`src/rtl/instr_fetch_queue.sv`:
```
// instr_fetch_queue: sequential instruction fetch with req/ack memory handshake and prefetch FIFO
module instr_fetch_queue #(
  parameter int DEPTH = 4,
  parameter logic [31:0] RESET_PC = 32'h0000_0000
) (
  input  logic                       clock,
  input  logic                       reset_n,
  output logic                       imem_req,
  output logic [31:0]                imem_addr,
  input  logic                       imem_ack,
  input  logic [31:0]                imem_rdata,
  input  logic                       redirect_valid,
  input  logic [31:0]                redirect_pc,
  output logic                       fd_valid,
  input  logic                       fd_ready,
  output logic [31:0]                fd_instr,
  output logic [31:0]                fd_pc,
  output logic [$clog2(DEPTH+1)-1:0] fq_count
);
  localparam int AW = $clog2(DEPTH);
  localparam int CW = $clog2(DEPTH + 1);

  typedef enum logic [1:0] {IDLE, REQ, DISCARD} stateT;

  stateT state, nextState;
  logic [31:0] fetchPc, nextFetchPc, target;
  logic [31:0] memInstr [DEPTH];
  logic [31:0] memPc [DEPTH];
  logic [AW-1:0] rdPtr, wrPtr, nextRd;
  logic [CW-1:0] count, countAfter;
  logic ack, pop, push, loadAddr;

  assign imem_req = state != IDLE;
  assign fd_valid = count != '0;
  assign fq_count = count;

  // Handshake qualification, slot reservation and next fetch state; a pending
  // request already owns a slot, so only idle-time issue checks for space.
  always_comb begin
    target      = {redirect_pc[31:2], 2'b00};
    ack         = imem_req && imem_ack;
    pop         = fd_valid && fd_ready;
    push        = ack && state == REQ && !redirect_valid;
    countAfter  = count + CW'(push) - CW'(pop);
    nextRd      = rdPtr + 1'b1;
    nextFetchPc = redirect_valid ? target : push ? imem_addr + 32'd4 : fetchPc;
    nextState   = state;
    if (redirect_valid)
      nextState = (imem_req && !imem_ack) ? DISCARD : REQ;
    else if (state == IDLE)
      nextState = countAfter < CW'(DEPTH) ? REQ : IDLE;
    else if (ack)
      nextState = (state == DISCARD || countAfter < CW'(DEPTH)) ? REQ : IDLE;
    loadAddr = nextState == REQ && (state == IDLE || ack || redirect_valid);
  end

  // Fetch FSM, fetch PC and the held request address
  always_ff @(posedge clock or negedge reset_n) begin
    if (!reset_n) begin
      state     <= IDLE;
      fetchPc   <= RESET_PC;
      imem_addr <= RESET_PC;
    end else begin
      state   <= nextState;
      fetchPc <= nextFetchPc;
      if (loadAddr) imem_addr <= nextFetchPc;
    end
  end

  // FIFO storage; written only on an accepted, non-flushed push
  always_ff @(posedge clock) begin
    if (push) begin
      memInstr[wrPtr] <= imem_rdata;
      memPc[wrPtr]    <= imem_addr;
    end
  end

  // FIFO pointers, occupancy and registered head; a redirect flushes everything
  always_ff @(posedge clock or negedge reset_n) begin
    if (!reset_n) begin
      rdPtr    <= '0;
      wrPtr    <= '0;
      count    <= '0;
      fd_instr <= '0;
      fd_pc    <= '0;
    end else if (redirect_valid) begin
      rdPtr <= '0;
      wrPtr <= '0;
      count <= '0;
    end else begin
      if (push) wrPtr <= wrPtr + 1'b1;
      if (pop) rdPtr <= nextRd;
      count <= countAfter;
      if (push && (count == '0 || (pop && count == CW'(1)))) begin
        fd_instr <= imem_rdata;
        fd_pc    <= imem_addr;
      end else if (pop && count > CW'(1)) begin
        fd_instr <= memInstr[nextRd];
        fd_pc    <= memPc[nextRd];
      end
    end
  end
endmodule

```
`config.mk`:
```
export PLATFORM = sky130hd
export DESIGN_NAME = instr_fetch_queue
export DESIGN_NICKNAME = d
export VERILOG_FILES = /design/src/rtl/instr_fetch_queue.sv
export SDC_FILE = /design/constraint.sdc
export NUM_CORES = 1
export LEC_CHECK = 0
export ABC_AREA = 1
export BUFFER_PORTS_ARGS = -buffer_cell sky130_fd_sc_hd__buf_2
export CAP_MARGIN = 10
export CORE_ASPECT_RATIO = 1.1
export CORE_UTILIZATION = 35
export CTS_CLUSTER_SIZE = 10
export DETAILED_ROUTE_END_ITERATION = 6
export PLACE_DENSITY = 0.62
export SYNTH_ARGS = -nofsm -noshare
export SYNTH_HDL_FRONTEND = slang
export SYNTH_SLANG_ARGS = --single-unit
```
`constraint.sdc`:
```
create_clock -name clock -period 11.1 [get_ports clock]
set_clock_uncertainty 0.05 [all_clocks]
set_input_delay 0 -clock clock [delete_from_list [all_inputs] [get_ports clock]]
set_output_delay 0 -clock clock [all_outputs]
set_load 0.005 [all_outputs]
```
==> metrics <==
Hold Fails Final Rpt 0; Pleak 8.467 nW; clock sink total 393; Synth Cell Area 16500 um^2; core area 46630 um^2; largest family of logic cells by synthesized area simple AND/OR/NAND/NOR gates; syn_nets 1712; CTS Hold Buffers Added 71; DR pass1 iterations 6; Post-synth top cells nand2_1, nor2_1, edfxtp_1, dfrtp_1; post-synthesis sequential area ratio 67.38%; Routed WL 44920 um; chip height 229.7 um; count leader, synth nand2_1; Compound-Gate Fraction of Synth Area 7.297%; Worst Path Required 11.45 ns; Critical path origin redirect_valid; Slowest-stage cell, CP buf_2; CP bufs+invs 7; Crit Path Max Fanout 44; CP cell instances dlygate4sd3_1 -> buf_2 -> nor2_4 -> inv_2 -> ha_1 -> inv_1 -> ha_1 -> inv_1 -> fa_1 -> xnor2_1 -> o21bai_1 -> nand3_1 -> nand2_1 -> buf_4 -> inv_2 -> o21ai_0; FFs w/ async S/R, synth 34.86%; Synth top area share 46.60%; Adder-Cell Fraction of Synth Area 0.8040%; Yosys reg bits 393; fin crit period 3.609 ns; Primary FF master, synth edfxtp_1; TritonCTS clock tree yes; Synth Warn # 0; post-synthesis mux area share 0%; Remaining DRCs 0; power per cell area 235.1 nW/um^2; CP max stage delay 0.60 ns; CTS H-tree lvls 2; postcts setup bufs 0; layout cells sized above 1 13.94%; Ports 170; worst setup path class input pin to register; initial antenna violation count 0; Final Non-Filler Cells 2496; final-layout fill cell count 4419; Hold/Removal Path Class input pin to register; Yosys cell types 34; die width 209.0 um; Inserted Diodes 0; Routed Antenna Nets 0; post-DP HPWL 25620 um; Post-Syn Instances 1633; Critical Path AT 3.96 ns; setup tns final 0 ns; Cell Rows 83; GRT Total Usage 19.01%; die area 48000 um^2; Final Power 4.696 mW; initial core utilization 35.38%; CTS resizes 0; run status complete, no violations; worst vdd ir 0.1287 mV; Area contributors post-synth edfxtp_1, dfrtp_1, nand2_1, nor2_1, o21ai_0; Worst setup EP type register; Simple-Gate Fraction of Synth Area 20.12%; Setup-failing EPs final 0; DR vias 12270; vias in the first global route 12280; CP top delay family buffers and inverters; Area Growth Syn to Fin 21.10%; Worst-Margin Slew 1.116 ns; max-cap violation count 0; Remaining Overflow, GRT 0; root buf cell clkbuf_16; Worst-path clk slew 0.05 ns; FF-to-FF Start fq_count[1]$_DFF_PN0_; PortBufs 167; Bufs on Longest Clock Path 3; Worst Min Path Start imem_rdata[20]; largest net degree at the start of global routing 69; GPL Wtd Cong 0.8997; TritonCTS Buffers 47; via density per instance 4.914; Max Fclk 277.1 MHz; Synth area leader edfxtp_1; DR iter-0 viols 932; Slew Viols, Final 0; post-synthesis xor/xnor area fraction 0.3186%; Synth Area per Inst 10.10 um^2; nets 1942; max_slew headroom 25.62%; EDFF count, synth 256; first-pass GRT wire length 70320 um; routed len/inst 18.00 um; startpoint types input pin; unrepaired setup endpoints after global routing no; Worst-Skew Late Latency 0.58 ns; placed cell count 2338; fin crit share 32.52%
-- layer usage --
metal	vias to the layer above	share of wire, %	track usage [%]
li1	5879	-	-
met1	5921	43	24.56
met2	396	48	32.22
met3	70	6.2	3.210
met4	0	2.6	6.572
met5	-	0	0
-- worst paths after layout --
kind | to | slack (ns) | depth (start not counted)
setup reg to reg | imem_addr[1]$_DFFE_PN0P_ | 7.53 | 16
hold reg to reg | fd_instr[20]$_DFFE_PN0P_ | 0.42 | 2
max in group asynchronous | imem_addr[18]$_DFFE_PN0P_ | 8.88 | 4
hold / removal | memInstr[3][20]$_DFFE_PP_ | 0.16 | 2
min in group asynchronous | imem_addr[27]$_DFFE_PN0P_ | 0.46 | 3
setup / recovery | imem_addr[1]$_DFFE_PN0P_ | 7.49 | 16
-- final cells by class --
class / instances / area (um^2) / share of cell area [%]
tap: 595 / 744.5 / 3.727
clock inverter: 9 / 56.30 / 0.2818
multi-input combinational: 1085 / 4745 / 23.75
timing repair buffer: 253 / 1665 / 8.336
inverter: 83 / 314.1 / 1.572
sequential: 393 / 11120 / 55.66
clock buffer: 78 / 1333 / 6.670
-- metrics by stage --
stage          util [%]  cell area, um^2  worst slack (ns)  hold WS (ns)
4_1_cts           42.84            19980             7.504        0.1241
5_1_grt           42.84            19980             7.229        0.1416
3_5_place_dp      38.34            17880             7.482       0.05298
2_1_floorplan         -            16500             7.071       -0.3456
6_report          42.84            19980             7.491        0.1624
3_3_place_gp      38.34            17880             7.529       0.03936
-- registers in the layout, indices dropped and copies added, names as in the netlist --
register and cells:
memInstr 128, memPc 128, fd_instr 32, fd_pc 32
fetchPc 32, imem_addr 32, fq_count 3, rdPtr 2
state 2, wrPtr 2
-- power breakdown --
| part | internal (mW) | switching, mW |
|---|---|---|
| registers | 1.87 | 0.280 |
| logic | 0.412 | 0.729 |
| clock network | 0.816 | 0.587 |
| total | 3.10 | 1.60 |
-- kinds of logic after synthesis --
| kind of cell | after synthesis |
|---|---|
| fa+ha+maj | 10 |
| flops | 393 |
| xor+xnor | 6 |
| buf+inv | 155 |
| compound gates | 216 |
| simple gates | 853 |
-- layout by cell type, fill, tap and decap left out, types with 2 or more instances in the layout --
cell type      Yosys  final
nand2_1          520    519
nor2_1           274    270
edfxtp_1         256    256
buf_2             29    166
dfrtp_1          137    136
inv_1             74     74
o21ai_0           74     74
dlygate4sd3_1      0     71
a21oi_1           61     61
nand3_1           47     47
clkbuf_16          0     47
o21ai_1           32     32
clkbuf_1          29     27
o22ai_1           20     20
a22o_1            19     19
buf_4              6     15
ha_1               9      9
inv_2              8      8
nor2_4             4      8
xor2_1             5      5
o211ai_1           5      5
clkbuf_8           0      4
o21bai_1           3      3
inv_6              0      3
clkinv_2           0      3
nor2_2             2      2
nand2_4            1      2
clkinv_1           0      2
(Power assumes the default switching activity.)
